`src/rtl/fifo_pkg.sv`:
```
// Shared async-FIFO definitions: default geometry and the Gray-to-binary
// helper used by both the read-side and write-side pointer blocks.
package fifo_pkg;

  localparam int FIFO_DATA_W      = 8;
  localparam int FIFO_ADDR_W      = 4;
  localparam int FIFO_AEMPTY_THR  = 2;

  // Zero-extended Gray codes convert correctly, so one 32-bit routine serves every width.
  function automatic logic [31:0] gray2bin_f(input logic [31:0] g);
    logic [31:0] b;
    b[31] = g[31];
    for (int i = 30; i >= 0; i--) b[i] = b[i+1] ^ g[i];
    return b;
  endfunction

endpackage

```
`src/rtl/gray2bin.sv`:
```
// Width-parameterized Gray-to-binary converter (purely combinational).
module gray2bin
  import fifo_pkg::*;
#(
  parameter int width = FIFO_ADDR_W + 1
) (
  input  logic [width-1:0] gray,
  output logic [width-1:0] bin
);

  assign bin = width'(gray2bin_f(32'(gray)));

endmodule

```
`src/rtl/rptr_empty_ctrl.sv`:
```
// Read-side pointer/empty controller of an async FIFO: read pointer in
// binary and Gray, registered empty/almost-empty/level, and 1-cycle read data.
module rptr_empty_ctrl
  import fifo_pkg::*;
#(
  parameter int data_width    = FIFO_DATA_W,
  parameter int add_width     = FIFO_ADDR_W,
  parameter int aempty_thresh = FIFO_AEMPTY_THR
) (
  input  logic                  rclk,
  input  logic                  rrst_n,
  input  logic                  rinc,
  input  logic [add_width:0]    rq2_wptr,
  input  logic [data_width-1:0] rdata_mem,
  output logic [add_width-1:0]  r_addr,
  output logic [add_width:0]    r_ptr,
  output logic                  rempty,
  output logic                  raempty,
  output logic [add_width:0]    rlevel,
  output logic [data_width-1:0] rdata,
  output logic                  rvalid,
  output logic                  runderflow
);

  logic [add_width:0]    rbin_q, rbin_d;
  logic [add_width:0]    rptr_q, rptr_d;
  logic                  rempty_q, rempty_d;
  logic                  raempty_q, raempty_d;
  logic [add_width:0]    rlevel_q, rlevel_d;
  logic [data_width-1:0] rdata_q, rdata_d;
  logic                  rvalid_q, rvalid_d;
  logic                  runderflow_q, runderflow_d;

  logic [add_width:0]    wq2_bin;
  logic                  accept;

  gray2bin #(.width(add_width + 1)) u_wq2_g2b (
    .gray (rq2_wptr),
    .bin  (wq2_bin)
  );

  // Empty and level are both computed from the next pointer and the current
  // write pointer, so a read coinciding with a write advance sees both.
  always_comb begin
    accept       = rinc & ~rempty_q;
    rbin_d       = rbin_q + {{add_width{1'b0}}, accept};
    rptr_d       = (rbin_d >> 1) ^ rbin_d;
    rempty_d     = (rptr_d == rq2_wptr);
    rlevel_d     = wq2_bin - rbin_d;
    raempty_d    = (int'(rlevel_d) <= aempty_thresh);
    rdata_d      = accept ? rdata_mem : rdata_q;
    rvalid_d     = accept;
    runderflow_d = runderflow_q | (rinc & rempty_q);
  end

  always_ff @(posedge rclk or negedge rrst_n) begin
    if (!rrst_n) begin
      rbin_q       <= '0;
      rptr_q       <= '0;
      rempty_q     <= 1'b1;
      raempty_q    <= 1'b1;
      rlevel_q     <= '0;
      rdata_q      <= '0;
      rvalid_q     <= 1'b0;
      runderflow_q <= 1'b0;
    end else begin
      rbin_q       <= rbin_d;
      rptr_q       <= rptr_d;
      rempty_q     <= rempty_d;
      raempty_q    <= raempty_d;
      rlevel_q     <= rlevel_d;
      rdata_q      <= rdata_d;
      rvalid_q     <= rvalid_d;
      runderflow_q <= runderflow_d;
    end
  end

  assign r_addr     = rbin_q[add_width-1:0];
  assign r_ptr      = rptr_q;
  assign rempty     = rempty_q;
  assign raempty    = raempty_q;
  assign rlevel     = rlevel_q;
  assign rdata      = rdata_q;
  assign rvalid     = rvalid_q;
  assign runderflow = runderflow_q;

endmodule

```
`config.mk`:
```
export PLATFORM = sky130hd
export DESIGN_NAME = rptr_empty_ctrl
export DESIGN_NICKNAME = d
export VERILOG_FILES = /design/src/rtl/fifo_pkg.sv /design/src/rtl/gray2bin.sv /design/src/rtl/rptr_empty_ctrl.sv
export SDC_FILE = /design/constraint.sdc
export NUM_CORES = 1
export LEC_CHECK = 0
export CAP_MARGIN = 5
export CORE_ASPECT_RATIO = 0.7
export CORE_MARGIN = 2
export CORE_UTILIZATION = 48
export DETAILED_ROUTE_END_ITERATION = 8
export GPL_TIMING_DRIVEN = 0
export PLACE_DENSITY_LB_ADDON = 0.08
export SETUP_SLACK_MARGIN = 0.1
export SYNTH_ARGS = -nofsm -noshare
export SYNTH_HDL_FRONTEND = slang
export SYNTH_HIERARCHICAL = 1
export SYNTH_SLANG_ARGS = --single-unit
```
`constraint.sdc`:
```
create_clock -name rclk -period 6.1 [get_ports rclk]
set_input_delay 0.915 -clock rclk [delete_from_list [all_inputs] [get_ports rclk]]
set_output_delay 0.915 -clock rclk [all_outputs]
set_load 0.005 [all_outputs]
```
Yosys cells after proc, flatten, opt, wreduce, memory -nomap -nowiden
Cells that the tools add are included.
W data, S select, Z words.

word-level totals
  register bits after elaboration = 27
  bits in writable memories = 0
  bits in read-only memories = 0
  memories kept = 0
  word-level logic and storage cells = 21
  output and inout bits = 26
  bits in latches = 0

cells by class
  reductions and logical operators = 0
  $lt $le $gt $ge = 1
  multiplexer cells = 0
  $add $sub $neg = 2
  shifts and indexed selects = 0
  $mul = 0
  bitwise logic cells = 9
  eq/ne operators = 1
  div/mod/pow operators = 0

operators with widths
  kind                  number
  $add A5 B1 Y5         1
  $eq A5 B5 Y1          1
  $le A5 B2 Y1 const B  1
  $sub A5 B5 Y5         1
  $xor A4 B5 Y5         1
  $xor A1 B1 Y1         4
  $and A1 B1 Y1         2
  $not A1 Y1            1
  $or A1 B1 Y1          1

Longest topological paths before layout
Gate-level depths: netlist of the first run.

  depth after elaboration = 6
  mapped depth = 9

By module
Netlist of the first run, hierarchy kept.

by module, submodules not included
  module           cells an instance  instances  sequential area each (um^2)  area each (um^2)
  rptr_empty_ctrl  92                 1          653.1                        1209.9
  gray2bin         6                  1          0.0                          72.6

Worst setup path after synthesis of the first run
Ideal clock, no wire load.

  path kind = input port to flip-flop
  from = in rinc
  to = reg rlevel_q[4], in the netlist rlevel[4]
  stages = 9
  required time = 5973 ps
  buffers on the path = 1
  slack = 3264 ps
  arrival = 2708 ps
  setup time = 127 ps
  cells stage by stage = nor2b_1 > buf_1 > xor2_1 > ha_1 > inv_1 > ha_1 > a2111oi_2 > nor3_1 > or2_2

on the way
  cells in the longest elaborated chain, start to end = 3

ends and longest elaborated chain
  item                    line                   text
  start: declaration      rptr_empty_ctrl.sv:12  input logic rinc,
  $and A1 B1 Y1           rptr_empty_ctrl.sv:45  accept = rinc & ~rempty_q;
  net accept              rptr_empty_ctrl.sv:35  logic accept;
  $add A5 B1 Y5           rptr_empty_ctrl.sv:46  rbin_d = rbin_q + {{add_width{1'b0}}, accept};
  net rbin_d[0]           rptr_empty_ctrl.sv:25  logic [add_width:0] rbin_q, rbin_d;
  $sub A5 B5 Y5           rptr_empty_ctrl.sv:49  rlevel_d = wq2_bin - rbin_d;
  net rlevel_d[4]         rptr_empty_ctrl.sv:29  logic [add_width:0] rlevel_q, rlevel_d;
  end signal: assignment  rptr_empty_ctrl.sv:71  rlevel_q <= rlevel_d;
  end: declaration        rptr_empty_ctrl.sv:29

The timed path passes the listed nets, and every way through them passes these cells.
A chain may end at the register's enable or synchronous reset.

Final worst setup path of the first run
Same ends and word-level chain as after synthesis.

==> results of run 1 <==
[cells in the final DEF (no fill, tap or decap), drive strengths merged, types with 3 or more instances in the layout]
cell / count
xnor2: 9
nor3: 3
mux2: 8
buf: 3
a2111oi: 3
inv: 6
xor2: 12
nand3: 3
dfrtp: 24
ha: 4
o21a: 3
clkbuf: 3
clkdlybuf4s50: 41
[power groups by stage]
stage | Clock, mW | Sequential, mW | Combinational (mW)
6_report | 0.141 | 0.296 | 0.543
5_1_grt | 0.151 | 0.305 | 0.601
4_1_cts | 0.144 | 0.297 | 0.549
3_5_place_dp | 0 | 0.300 | 0.536
3_3_place_gp | 0 | 0.297 | 0.519
2_1_floorplan | 0 | 0.304 | 0.313
[path summary, 6_finish.rpt]
kind                                 startpoint                   end  slack (ns)  depth (start not counted)
max in group asynchronous                rrst_n  rdata[1]$_DFFE_PN0P_        4.16                          1
min                        runderflow$_DFF_PN0_  runderflow$_DFF_PN0_        0.48                          1
min reg2reg                runderflow$_DFF_PN0_  runderflow$_DFF_PN0_        0.48                          1
max                                        rinc   rlevel[4]$_DFF_PN0_        2.76                         10
min in group asynchronous                rrst_n  rdata[4]$_DFFE_PN0P_        1.25                          1
max reg2reg                    rempty$_DFF_PN1_      rempty$_DFF_PN1_        3.49                          7
[cell usage after synthesis, drive strengths merged, types with 3 or more instances]
master   number  area share, %
a2111oi       3            3.0
buf           3            1.8
dfrtp        24             47
ha            4            3.9
inv           6            1.8
mux2          8            7.0
nand3         3            2.1
nor3          3            1.2
o21a          3            1.8
xnor2         9            6.7
xor2         12            9.4
[layer usage]
metal	track usage [%]	up-vias
met2	30.9	25
met4	7.50	0
li1	-	420
met5	0	-
met1	22.2	420
met3	5.04	4
[state kept, by name, summed over array words and instances (netlist names)]
signal,cells
rdata,8
rbin_q,5
rlevel,5
r_ptr,4
raempty,1
rempty,1
runderflow,1
rvalid,1
[per-stage QoR]
step	util, %	power [mW]	hold slack [ns]	std cells	worst slack, ns
finish	72.4	0.980	0.476	177	2.76
global route	72.4	1.06	0.510	177	2.45
floorplan	-	0.617	0.451	98	3.26
global placement	69.5	0.815	0.444	173	2.52
CTS	72.4	0.991	0.482	177	2.72
detailed placement	69.5	0.837	0.452	173	2.48
[area by class of cell]
type | count | area (um^2) | share of cell area, %
sequential | 26 | 653 | 36.1
multi-input combinational | 63 | 584 | 32.3
timing repair buffer | 41 | 410 | 22.7
tap | 34 | 42.5 | 2.35
clock buffer | 3 | 41.3 | 2.29
clock inverter | 1 | 30.0 | 1.66
buffer | 3 | 22.5 | 1.25
inverter | 6 | 22.5 | 1.25
[worst max-delay path: cells and delay by family]
kind / cells / cell delay, ns
AOI/OAI and AO/OA: 1 / 0.34
and+or+nand+nor: 3 / 0.59
adders and majority gates: 2 / 0.42
xor gates and xnor gates: 1 / 0.24
buffers and inverters: 3 / 1.00
[kinds of logic (layout without fill, tap and decap cells)]
| group | count (synthesis) | in the layout | share of synthesized area, % |
|---|---|---|---|
| fa+ha+maj | 4 | 4 | 3.90 |
| buf+inv | 9 | 54 | 3.51 |
| mux | 9 | 9 | 7.81 |
| compound gates | 11 | 11 | 7.71 |
| xor+xnor | 22 | 22 | 17.9 |
| simple gates | 17 | 17 | 8.29 |
| flops | 26 | 26 | 50.9 |
==> qor.yml, run 1 <==
status: "finished, final reports clean"
die_w_um: 65.8
cts_tree: "built"
drc: 0
crit_fanout: 10
num-fill-cells: 180
netlist_area_um2: 1280
path_class: "input pin to flip-flop"
clk_pin_slew_ns: 0.09
cp-start-kind: "input pin"
yosysSeqAreaShare_pct: 50.9
numCtsBuffers: 3
drt-met1-wl_um: 1140
antenna_found_initial: 0
die_h_um: 47.2
powerDensity_nw_per_um2: 542
p_clk_share_pct: 14.4
p_seq_share_pct: 30.3
drive_above_1_share_pct: 16.1
cp.arrival_ns: 3.51
clockBufferDepth: 2
cp_common_cell: "ha_1"
cp_slowest_stage_delay_ns: 0.49
p_leak_nw: 0.755
io_buffers: 41
maxSlewViolCount: 0
grt-ovfl-total: 0
wl_um: 2530
p_sw_share_pct: 35.6
path_cells: "clkdlybuf4s50_1 -> nor2b_1 -> buf_1 -> xor2_1 -> ha_1 -> inv_1 -> ha_1 -> a2111oi_2 -> nor3_1 -> or2_2"
skew_ns: 0.00816
synth_nets: 118
cts_hold_buf: 0
place_hpwl_um: 1890
gp_congestion: 0.767
grt_pass1_vias: 861
setup_viol: 0
period_minus_slack_ns: 3.34
cp_slowest_cell: "clkdlybuf4s50_1"
worstMarginPinSlew_ns: 1.15
post_cts_resized: 0
synth_warnings: 6
setup_tns_ns: 0
core_area_um2: 2500
clk_latency_ns: 0.27
syn_avg_cell_area_um2: 13.1
cts_root_buf: "clkbuf_8"
drt_first_pass_iters: 4
grt_pass1_wl_um: 3950
rsz0062_at_grt: "false"
ys.flop_type: "dfrtp_1"
ant_nets: 0
num_vias: 869
row_count: 15
n_antenna_cell: 0
num-nets-final: 164
synth_edf_count: 0
p_switching_mw: 0.349
cts_setup_buffers: 0
yosysUniqueCellTypes: 34
place_area_um2: 1740
die-area_um2: 3110
wl_met3_um: 104
cts_sinks: 26
end_kind: "flip-flop"
fmax_ghz: 0.299
ys_async_sr_fraction_pct: 100
drt_iter0_drc: 48
cp.required_ns: 6.26
maxCapViolations: 0
fin_crit_sh_pct: 54.8
cts_htree_levels: 1
ys_ff_latch: 26
final_area_um2: 1810
report.final.hold_viol_count: 0
synthCells: 98
start_util_pct: 51.4
routedWlPerCell_um: 14.3
grtUsageTotal_pct: 18.1
highest_layer: "met4"
ir_worst_vdd_mv: 0.384
p_int_mw: 0.631
grt_max_degree: 27
slew_headroom_pct: 23.2
hold_class: "flip-flop to flip-flop"
io_pins: 42
viasPerCell: 4.91
dr_wl_met2_um: 1240
comb_power_share_pct: 55.4
syn_to_final_growth_pct: 40.9
(Power assumes the default switching activity.)
==> run 2: changes to the inputs <==
- CORE_UTILIZATION: 48 -> 45
- clock period: 6.1 -> 3.25 ns (I/O delays scaled with it)
==> qor.yml, run 2 (synthesis results as in run 1) <==
num-fill-cells: 218  # +21%
cp.arrival_ns: 3.08  # -0.43 ns
die-area_um2: 3300  # +6.2%
cts_setup_buffers: 0  # unchanged
final_common_cell: "clkdlybuf4s50_1"
setup_tns_ns: 0  # unchanged
clk_latency_ns: 0.27  # about the same
total_power_mw: 1.82  # +86%
syn_to_final_growth_pct: 42.2
grt-ovfl-total: 0  # unchanged
hold_class: "flip-flop to flip-flop"
drt_iter0_drc: 56  # +17%
maxCapViolations: 0  # unchanged
core_area_um2: 2760  # +11%
cts_tree: "built"
min-delay-start: "runderflow$_DFF_PN0_"
grtUsageTotal_pct: 16.0  # -2.1 points
row_count: 16  # +1
place_hpwl_um: 1830  # -3.5%
start_util_pct: 46.4  # -5.0 points
largest_reg_flops: 8  # unchanged
die_h_um: 48.7  # +3.0%
cts_htree_levels: 1  # unchanged
maxSlewViolCount: 0  # unchanged
cp_slowest_stage_delay_ns: 0.49  # about the same
cts_hold_buf: 0  # unchanged
antenna_found_initial: 0  # unchanged
cp_common_cell: "ha_1"
setup_viol: 0  # unchanged
powerDensity_nw_per_um2: 997  # +84%
cts_sinks: 26  # unchanged
cp-start-kind: "input pin"
clk_pin_slew_ns: 0.08  # about the same
fin_crit_sh_pct: 89.9
die_w_um: 67.8  # +3.1%
layout_common_cells: "clkdlybuf4s50_1 (41), dfrtp_1 (24), xor2_1 (10)"
end_kind: "flip-flop"
crit-reg2reg-capture: "rempty$_DFF_PN1_"
report.final.hold_viol_count: 0  # unchanged
grt_max_degree: 27  # unchanged
r2r-start: "rempty$_DFF_PN1_"
numCtsBuffers: 3  # unchanged
path_buf_inv: 3  # unchanged
ir_worst_vdd_mv: 0.506  # +32%
cp.required_ns: 3.41  # -2.85 ns
slew_headroom_pct: 62.6  # +39 points
num-nets-final: 165  # +0.61%
p_leak_nw: 0.763  # +0.98%
path_class: "input pin to flip-flop"
num_vias: 869  # unchanged
wl_um: 2370  # -6.2%
status: "finished, final reports clean"
cp_top_family: "buffers and inverters"
viasPerCell: 4.83  # -1.7%
reg2reg_depth: 8  # +1
gp_congestion: 0.736  # -4.0%
drive_above_1_share_pct: 16.7  # +0.58 points
cp_slowest_cell: "clkdlybuf4s50_1"
routedWlPerCell_um: 13.2  # -7.8%
grt_pass1_wl_um: 3920  # -0.68%
path_cells: "clkdlybuf4s50_1 -> nor2b_1 -> buf_1 -> xor2_1 -> ha_1 -> inv_1 -> ha_1 -> a2111oi_2 -> nor3_1 -> or2_2"
n_antenna_cell: 0  # unchanged
drt_first_pass_iters: 4  # unchanged
min_to: "runderflow$_DFF_PN0_"
ant_nets: 0  # unchanged
min_path_cells: 1  # unchanged
crit_fanout: 10  # unchanged
io_buffers: 41  # unchanged
worstMarginPinSlew_ns: 0.559  # -0.590 ns
io_pins: 42  # unchanged
skew_ns: 0.00435  # -0.00381 ns
cts_root_buf: "clkbuf_8"
drc: 0  # unchanged
grt_pass1_vias: 839  # -2.6%
rsz0062_at_grt: "false"
clockBufferDepth: 2  # unchanged
period_minus_slack_ns: 2.92
post_cts_resized: 0  # unchanged
fmax_ghz: 0.342
r2r_slack_ns: 0.65  # -2.84 ns
[run 2: area by class of cell]
class	instances	area [um^2]	share of cell area [%]
Sequential cell	26	653	35.8
Multi-Input combinational cell	63	584	32.0
Timing Repair Buffer	42	425	23.3
Tap cell	36	45.0	2.47
Clock buffer	3	41.3	2.26
Clock inverter	1	30.0	1.65
Buffer	3	22.5	1.23
Inverter	6	22.5	1.23
[run 2: worst register-to-register path, delay by kind of cell (launching register included)]
kind | cells | cell delay [ns]
simple gates | 3 | 0.64
xor+xnor | 2 | 0.60
flops | 1 | 0.56
compound gates | 1 | 0.36
fa+ha+maj | 1 | 0.21
buf+inv | 1 | 0.13
[run 2: through the flow]
stage / util [%] / area (um^2) / cells / setup WS [ns] / hold slack, ns
after CTS: 65.5 / 1810 / 179 / 0.308 / 0.476
after global placement: 62.9 / 1740 / 175 / 0.0826 / 0.443
after global routing: 66.0 / 1820 / 180 / 0.114 / 0.489
after detailed placement: 62.9 / 1740 / 175 / 0.0520 / 0.451
final: 66.0 / 1820 / 180 / 0.327 / 0.468
after floorplan: - / 1280 / 98 / 0.842 / 0.192
[run 2: worst max path at each step]
stage / start / endpoint / cells past startpoint
2_1_floorplan: rinc / rlevel[4]$_DFF_PN0_ / 9
3_3_place_gp: rinc / rlevel[4]$_DFF_PN0_ / 10
3_5_place_dp: rinc / rlevel[4]$_DFF_PN0_ / 10
4_1_cts: rinc / rlevel[4]$_DFF_PN0_ / 10
5_1_grt: rinc / raempty$_DFF_PN1_ / 10
6_report: rinc / rlevel[4]$_DFF_PN0_ / 10
[run 2: power breakdown]
part           switching, mW  total [mW]  internal [mW]
logic                  0.452       0.999          0.547
clock network         0.0995       0.264          0.165
registers             0.0866       0.556          0.469
[run 2: layer usage]
| metal | vias to the layer above | part of all wire, % | track usage [%] |
|---|---|---|---|
| met5 | - | 0 | 0 |
| met3 | 2 | 6.0 | 4.42 |
| met2 | 25 | 46 | 24.5 |
| li1 | 427 | - | - |
| met1 | 415 | 47 | 22.3 |
| met4 | 0 | 1.1 | 4.00 |
==> run 3: changes to the inputs <==
- MAX_ROUTING_LAYER: not set -> met4
==> qor.yml, run 3 (synthesis results as in run 1) <==
status: "finished, final reports clean"
die-area_um2: 3300  # unchanged
setup_slack_ns: 0.337  # +0.00988 ns
cp-start-kind: "input pin"
n_antenna_cell: 0  # unchanged
final_common_cell: "clkdlybuf4s50_1"
start_util_pct: 46.4  # unchanged
skew_ns: 0.00547  # +0.00112 ns
min_path_cells: 1  # unchanged
cp_common_cell: "ha_1"
p_int_mw: 1.18  # about the same
pre_cts_slack_ns: 0.0520  # unchanged
rsz0062_at_grt: "false"
row_count: 16  # unchanged
place_area_um2: 1740  # unchanged
powerDensity_nw_per_um2: 998  # +0.11%
layout_common_cells: "clkdlybuf4s50_1 (41), dfrtp_1 (24), xor2_1 (10)"
whs_ns: 0.467  # -0.000706 ns
cts_hold_buf: 0  # unchanged
min-delay-start: "runderflow$_DFF_PN0_"
maxSlewViolCount: 0  # unchanged
slew_headroom_pct: 60.5  # -2.1 points
end_kind: "flip-flop"
drive_above_1_share_pct: 16.7  # unchanged
ant_nets: 0  # unchanged
worstMarginPinSlew_ns: 0.590  # +0.0308 ns
ir_worst_vdd_mv: 0.506  # about the same
drt-met1-wl_um: 1130  # +1.4%
numCtsBuffers: 3  # unchanged
num_vias: 875  # +0.69%
maxCapViolations: 0  # unchanged
comb_power_share_pct: 54.9  # about the same
cts_setup_buffers: 0  # unchanged
cts_sinks: 26  # unchanged
clk_pin_slew_ns: 0.08  # about the same
routedWlPerCell_um: 13.2  # +0.17%
report.final.hold_viol_count: 0  # unchanged
io_buffers: 41  # unchanged
grt_max_degree: 27  # unchanged
p_sw_share_pct: 35.1  # +0.079 points
place_hpwl_um: 1830  # unchanged
r2r-start: "rempty$_DFF_PN1_"
dr_wl_met2_um: 1110  # +1.5%
p_leak_nw: 0.763  # unchanged
wl_um: 2380  # +0.17%
cts_htree_levels: 1  # unchanged
crit_fanout: 10  # unchanged
p_switching_mw: 0.640  # +0.33%
cp.arrival_ns: 3.07  # about the same
p_seq_share_pct: 30.5  # about the same
wl_met3_um: 112  # -21%
drc: 0  # unchanged
min_to: "runderflow$_DFF_PN0_"
fin_crit_sh_pct: 89.6  # -0.30 points
grt_pass1_wl_um: 3930  # +0.18%
core_area_um2: 2760  # unchanged
largest_reg_flops: 8  # unchanged
drt_first_pass_iters: 4  # unchanged
cp_slowest_cell: "clkdlybuf4s50_1"
reg2reg_depth: 8  # unchanged
final_area_um2: 1820  # unchanged
die_h_um: 48.7  # unchanged
drt_iter0_drc: 56  # unchanged
grt-ovfl-total: 0  # unchanged
setup_tns_ns: 0  # unchanged
r2r_slack_ns: 0.65  # about the same
cp_slowest_stage_delay_ns: 0.49  # about the same
viasPerCell: 4.86  # +0.69%
path_class: "input pin to flip-flop"
num-nets-final: 165  # unchanged
clk_latency_ns: 0.27  # about the same
post_cts_resized: 0  # unchanged
total_power_mw: 1.82  # +0.11%
cp.required_ns: 3.41  # about the same
cts_tree: "built"
p_clk_share_pct: 14.6  # about the same
die_w_um: 67.8  # unchanged
clockBufferDepth: 2  # unchanged
cts_root_buf: "clkbuf_8"
num-fill-cells: 218  # unchanged
io_pins: 42  # unchanged
gp_congestion: 0.745  # +1.2%
syn_to_final_growth_pct: 42.2  # unchanged
period_minus_slack_ns: 2.91  # -0.00988 ns
fmax_ghz: 0.343  # +0.34%
hold_class: "flip-flop to flip-flop"
setup_viol: 0  # unchanged
highest_layer: "met4"
antenna_found_initial: 0  # unchanged
grt_pass1_vias: 834  # -0.60%
grtUsageTotal_pct: 16.4  # +0.45 points
path_cells: "clkdlybuf4s50_1 -> nor2b_1 -> buf_1 -> xor2_1 -> ha_1 -> inv_1 -> ha_1 -> a2111oi_2 -> nor3_1 -> or2_2"
crit-reg2reg-capture: "rempty$_DFF_PN1_"
[run 3: cell counts in the layout (fill, tap and decap cells not counted)]
No cell type changed its count.
[run 3: how the worst max path moves through the flow]
stage	startpoint	to	slack, ns	cells past startpoint
2_1_floorplan	rinc	rlevel[4]$_DFF_PN0_	0.84	9
3_3_place_gp	rinc	rlevel[4]$_DFF_PN0_	0.08	10
3_5_place_dp	rinc	rlevel[4]$_DFF_PN0_	0.05	10
4_1_cts	rinc	rlevel[4]$_DFF_PN0_	0.31	10
5_1_grt	rinc	raempty$_DFF_PN1_	0.11	10
6_report	rinc	rlevel[4]$_DFF_PN0_	0.34	10
[run 3: power by group through the flow]
stage | clock, mW | combinational [mW] | sequential, mW
after floorplan | 0 | 0.588 | 0.570
after detailed placement | 0 | 1.00 | 0.563
final | 0.265 | 1.00 | 0.556
after CTS | 0.270 | 1.01 | 0.558
after global routing | 0.284 | 1.11 | 0.574
after global placement | 0 | 0.981 | 0.556
[run 3: layout make-up]
type                       instances  area (um^2)  share of cell area, %
inverter                           6         22.5                   1.23
clock buffer                       3         41.3                   2.26
buffer                             3         22.5                   1.23
tap                               36         45.0                   2.47
multi-input combinational         63          584                   32.0
sequential                        26          653                   35.8
timing repair buffer              42          425                   23.3
clock inverter                     1         30.0                   1.65
[run 3: layer usage]
layer | GRT usage [%] | vias up
met4 | 4.00 | 0
met5 | - | -
met1 | 22.5 | 423
li1 | - | 426
met3 | 4.19 | 2
met2 | 24.5 | 24
[run 3: critical path, delay by kind of cell]
family	cells	cell delay, ns
buf+inv	3	0.98
simple gates	3	0.59
compound gates	1	0.34
fa+ha+maj	2	0.39
xor+xnor	1	0.27
[run 3: stage by stage]
stage                     cells  util [%]
after floorplan              98         -
after global placement      175      62.9
after detailed placement    175      62.9
after CTS                   179      65.5
after global routing        180      66.0
final                       180      66.0
